[src/rtl/usr_reg_n.sv]
`default_nettype none
// ============================================================================
// Module   : usr_reg_n
// Brief    : WIDTH-bit universal shift register (hold / shift right / shift
//            left / parallel load) with a counted-transfer busy/done tracker.
//            Optional macro USR_ROTATE_EN turns shifts into rotates when rot=1.
// Revision : 1.0 - initial release
// ============================================================================
module usr_reg_n #(
   parameter int               WIDTH   = 8,
   parameter logic [WIDTH-1:0] RST_VAL = '0
) (
   input  logic             clk,
   input  logic             reset,
   input  logic             en,
   input  logic [1:0]       mode,
   input  logic [WIDTH-1:0] d,
   input  logic             ser_in_msb,
   input  logic             ser_in_lsb,
   input  logic             rot,
   output logic [WIDTH-1:0] q,
   output logic             ser_out_lsb,
   output logic             ser_out_msb,
   output logic             busy,
   output logic             done
);

   localparam int              c_CW   = $clog2(WIDTH) + 1;
   localparam logic [c_CW-1:0] c_LAST = c_CW'(WIDTH - 1);

   localparam logic [0:0] c_IDLE = 1'b0;
   localparam logic [0:0] c_XFER = 1'b1;

   localparam logic [1:0] c_HOLD = 2'b00;
   localparam logic [1:0] c_SHR  = 2'b01;
   localparam logic [1:0] c_SHL  = 2'b10;
   localparam logic [1:0] c_LOAD = 2'b11;

   logic [WIDTH-1:0] r_q;
   logic [WIDTH-1:0] w_q_next;
   logic [c_CW-1:0]  r_cnt;
   logic [0:0]       r_state;
   logic             r_done;
   logic             w_msb_fill;
   logic             w_lsb_fill;

`ifdef USR_ROTATE_EN
   // Rotate feeds the bit falling off the opposite end back in.
   assign w_msb_fill = rot ? r_q[0]       : ser_in_msb;
   assign w_lsb_fill = rot ? r_q[WIDTH-1] : ser_in_lsb;
`else
   logic w_unused_rot;
   assign w_unused_rot = rot;
   assign w_msb_fill   = ser_in_msb;
   assign w_lsb_fill   = ser_in_lsb;
`endif

   always_comb begin
      w_q_next = r_q;
      case (mode)
         c_HOLD:  w_q_next = r_q;
         c_SHR:   w_q_next = {w_msb_fill, r_q[WIDTH-1:1]};
         c_SHL:   w_q_next = {r_q[WIDTH-2:0], w_lsb_fill};
         c_LOAD:  w_q_next = d;
         default: w_q_next = r_q;
      endcase
   end

   always_ff @(posedge clk) begin
      if (reset) begin
         r_q     <= RST_VAL;
         r_cnt   <= '0;
         r_state <= c_IDLE;
         r_done  <= 1'b0;
      end else begin
         r_done <= 1'b0;
         if (en) begin
            r_q <= w_q_next;
            case (mode)
               c_LOAD: begin
                  r_cnt   <= '0;
                  r_state <= c_XFER;
               end
               c_SHR, c_SHL: begin
                  // Idle shifts move data but are not part of a transfer.
                  if (r_state == c_XFER) begin
                     if (r_cnt == c_LAST) begin
                        r_cnt   <= '0;
                        r_done  <= 1'b1;
                        r_state <= c_IDLE;
                     end else begin
                        r_cnt <= r_cnt + 1'b1;
                     end
                  end
               end
               default: ;
            endcase
         end
      end
   end

   assign q           = r_q;
   assign ser_out_lsb = r_q[0];
   assign ser_out_msb = r_q[WIDTH-1];
   assign busy        = (r_state == c_XFER);
   assign done        = r_done;

endmodule
`default_nettype wire

[config.mk]
export PLATFORM = sky130hd
export DESIGN_NAME = usr_reg_n
export DESIGN_NICKNAME = d
export VERILOG_FILES = /design/src/rtl/usr_reg_n.sv
export SDC_FILE = /design/constraint.sdc
export NUM_CORES = 1
export LEC_CHECK = 0
export BUFFER_PORTS_ARGS = -buffer_cell sky130_fd_sc_hd__buf_4
export CAP_MARGIN = 20
export CORE_UTILIZATION = 45
export DETAILED_ROUTE_END_ITERATION = 6
export GPL_TIMING_DRIVEN = 0
export PLACE_DENSITY = 0.74
export SLEW_MARGIN = 20
export SYNTH_ARGS = -nofsm -noshare
export SYNTH_HDL_FRONTEND = slang
export SYNTH_SLANG_ARGS = --single-unit
export TNS_END_PERCENT = 50
[constraint.sdc]
create_clock -name clk -period 4.55 [get_ports clk]
set_clock_uncertainty 0.15 [all_clocks]
set_input_delay 0 -clock clk [delete_from_list [all_inputs] [get_ports clk]]
set_output_delay 0 -clock clk [all_outputs]
set_load 0.01 [all_outputs]
==> impl_metrics.ini <==
[worst_setup_path]
crit_chain = ha_1 -> clkinv_1 -> or4_1 -> a221oi_2 -> dlygate4sd3_1
critPathLaunchType = register
endpoint_kind = register
cp.depth = 5
path_buf_inv = 2
slowest_stage = dlygate4sd3_1
critPathLaunch = r_cnt[1]
crit_arrival_ns = 2.31
reg2reg_to = r_cnt[2]
crit_end = r_cnt[2]
critPathTopFamily = buffers and inverters
cpPeakStageDelay_ns = 0.56
rr_startpoint = r_cnt[1]
required_ns = 4.64
reg2reg_slack_ns = 2.33
crit_type = register to register
r2r_cells = 5
cp_max_fo = 5

[synthesis]
synth-main-ff-cell = dfxtp_1
synth_top_area_frac = 0.366
ys_seq_area_frac = 0.366
async_flop_share = 0
ys_top_cells_by_area = dfxtp_1 37%, a311oi_1 9.2%, a22oi_1 7.8%
synthTopCellsByCount = 14 x dfxtp_1, 10 x nand2_1, 9 x nor2_1
synth_most_common_cell = dfxtp_1
syn-mean-instance-area_sq_um = 8.51
yosysWarnings = 0
yosysTopAreaCell = dfxtp_1
synthesis.instances = 90
synth-seq-cells = 14
yosysUniqueCellTypes = 27
synth_edf_count = 0
syn_nets = 110
syn_area_sq_um = 766

[die]
fp.dieArea_sq_um = 1870
core_sq_um = 1540
fp-row-count = 14
die_h_microns = 43.3
io_pins = 28
die_x_microns = 43.3
floorplan.initialDensity = 0.497

[placed_design]
place_hpwl_mm = 1.30
numPortBuffers = 26
place_congestion = 0.828

[power]
p_seq_frac = 0.455
internal-power_mw = 0.216
power_frac_comb = 0.232
p_sw_mw = 0.0838
ir_drop_mv = 0.195
p_leak_nw = 0.487
swShare = 0.280
clockPowerShare = 0.314
powerDensity_nw_per_um2 = 261

[sta]
worst_slew_pin_slew_ns = 0.557
hold_viol = 0
tns_ns = 0
max-slew-margin-rel = 0.627
max_clock_freq_mhz = 450
setup_viol = 0
grt_setup_unrepaired = no
final.min_clock_period_ns = 2.22
holdWs_ns = 0.109
fin_crit_sh = 0.489
finalMaxSlewViolations = 0

[route]
drt_iter0_drc = 23
viasPerCell = 5.67
wire_per_inst_microns = 13.9
num_vias = 845
wl_mm = 2.07
ant_nets = 0
drt-pass1-iter-count = 4
drc = 0

[clock_network]
cts.clk_slew.worst_paths_ns = 0.10
cts_tree = yes
cts_root_buf = clkbuf_4
clock_sinks = 14
clock_latency_ns = 0.29
h-tree-depth = 1
cts.path.max_buffers = 2
post_cts_resize_count = 0
cts_buffers = 3
post_cts_buffers = 0

[run_status]
status = completed

[grt]
grt-ovfl-total = 0
antenna_found_initial = 0
grt_max_degree = 11
grt_pass1_vias = 811
grt_pass1_wl_mm = 3.52
grt_usage = 0.250

[layout]
layout-drive-gt1-share = 0.278
layout-area-overhead-vs-synth_pct = 49.8
fin_nets = 154
num_antenna_cells = 0
fillers = 122

[min_path]
hp-class = primary input to register

[run]
drv_cap = 0
-- logic make-up after synthesis --
family          Yosys count  share of synthesized area
compound gates           27                      0.263
fa+ha+maj                 4                     0.0654
buf+inv                  11                     0.0801
flops                    14                      0.366
mux                       1                     0.0131
simple gates             33                      0.212
-- sequential cells by signal, summed over array words and instances, names as in the netlist --
signal	flops
busy	1
done	1
q	8
r_cnt	4
-- power groups by stage --
| stage | Sequential [mW] | Clock, mW | Combinational (mW) |
|---|---|---|---|
| 2_1_floorplan | 0.141 | 0 | 0.0290 |
| 3_3_place_gp | 0.139 | 0 | 0.0592 |
| 3_5_place_dp | 0.139 | 0 | 0.0598 |
| 4_1_cts | 0.136 | 0.0943 | 0.0686 |
| 5_1_grt | 0.137 | 0.101 | 0.0755 |
| 6_report | 0.136 | 0.0940 | 0.0695 |
-- worst register-to-register path: cells and delay by family, from the launching register on --
kind	cells	cell delay, ns
adder cells (fa/ha/maj)	1	0.22
AO/OA/AOI/OAI	1	0.23
AND/OR/NAND/NOR	1	0.52
buffers and inverters	2	0.65
flip-flops	1	0.40
-- layout by cell type (no fill, tap or decap), drive strengths merged, types with 2 or more instances in the layout --
master / synthesis / layout
nand2: 10 / 10
nor2: 9 / 9
a311oi: 8 / 8
o31ai: 2 / 2
or4: 2 / 2
a22oi: 8 / 8
dfxtp: 14 / 14
dlygate4sd3: 0 / 13
ha: 4 / 4
o21ai: 4 / 4
buf: 4 / 30
clkbuf: 3 / 7
nand2b: 2 / 2
a21oi: 3 / 3
nand3: 3 / 3
nor2b: 2 / 2
inv: 3 / 3
-- per-layer routing --
metal | track usage | routed length, microns
met2 | 0.448 | 1060
met5 | 0 | 0
met1 | 0.302 | 900
met4 | 0.0909 | 28
met3 | 0.0255 | 83
-- through the flow --
| stage | setup WS, ns | utilization | cell area [sq um] | std cells | power [mW] |
|---|---|---|---|---|---|
| finish | 2.33 | 0.744 | 1150 | 149 | 0.300 |
| global route | 2.22 | 0.744 | 1150 | 149 | 0.314 |
| CTS | 2.33 | 0.744 | 1150 | 149 | 0.299 |
| detailed placement | 2.87 | 0.636 | 981 | 132 | 0.199 |
| global placement | 2.88 | 0.636 | 981 | 132 | 0.198 |
| floorplan | 2.98 | - | 766 | 90 | 0.170 |
-- worst min-delay path by stage --
stage / start / end / slack, ns / depth (start not counted)
5_1_grt: mode[1] / busy / 0.15 / 5
3_5_place_dp: reset / r_cnt[2] / 0.06 / 2
3_3_place_gp: reset / r_cnt[2] / 0.06 / 2
4_1_cts: mode[1] / busy / 0.11 / 5
2_1_floorplan: reset / r_cnt[2] / -0.08 / 1
6_report: mode[1] / busy / 0.11 / 5
-- final cells by class --
cell class                 count  area [sq um]  area share
inverter                       4          15.0      0.0131
sequential                    14           280       0.244
multi-input combinational     65           424       0.370
tap                           16          20.0      0.0174
buffer                         7          46.3      0.0403
timing repair buffer          39           325       0.284
clock buffer                   4          36.3      0.0316
-- repair_timing --
action / 4_1_cts / 5_1_grt
hold buffers: 13 / 0
endpoints found under the hold margin: 11 / 0
endpoints found under the setup margin: 0 / 0
Note: power is estimated with default switching activity, not from simulation.
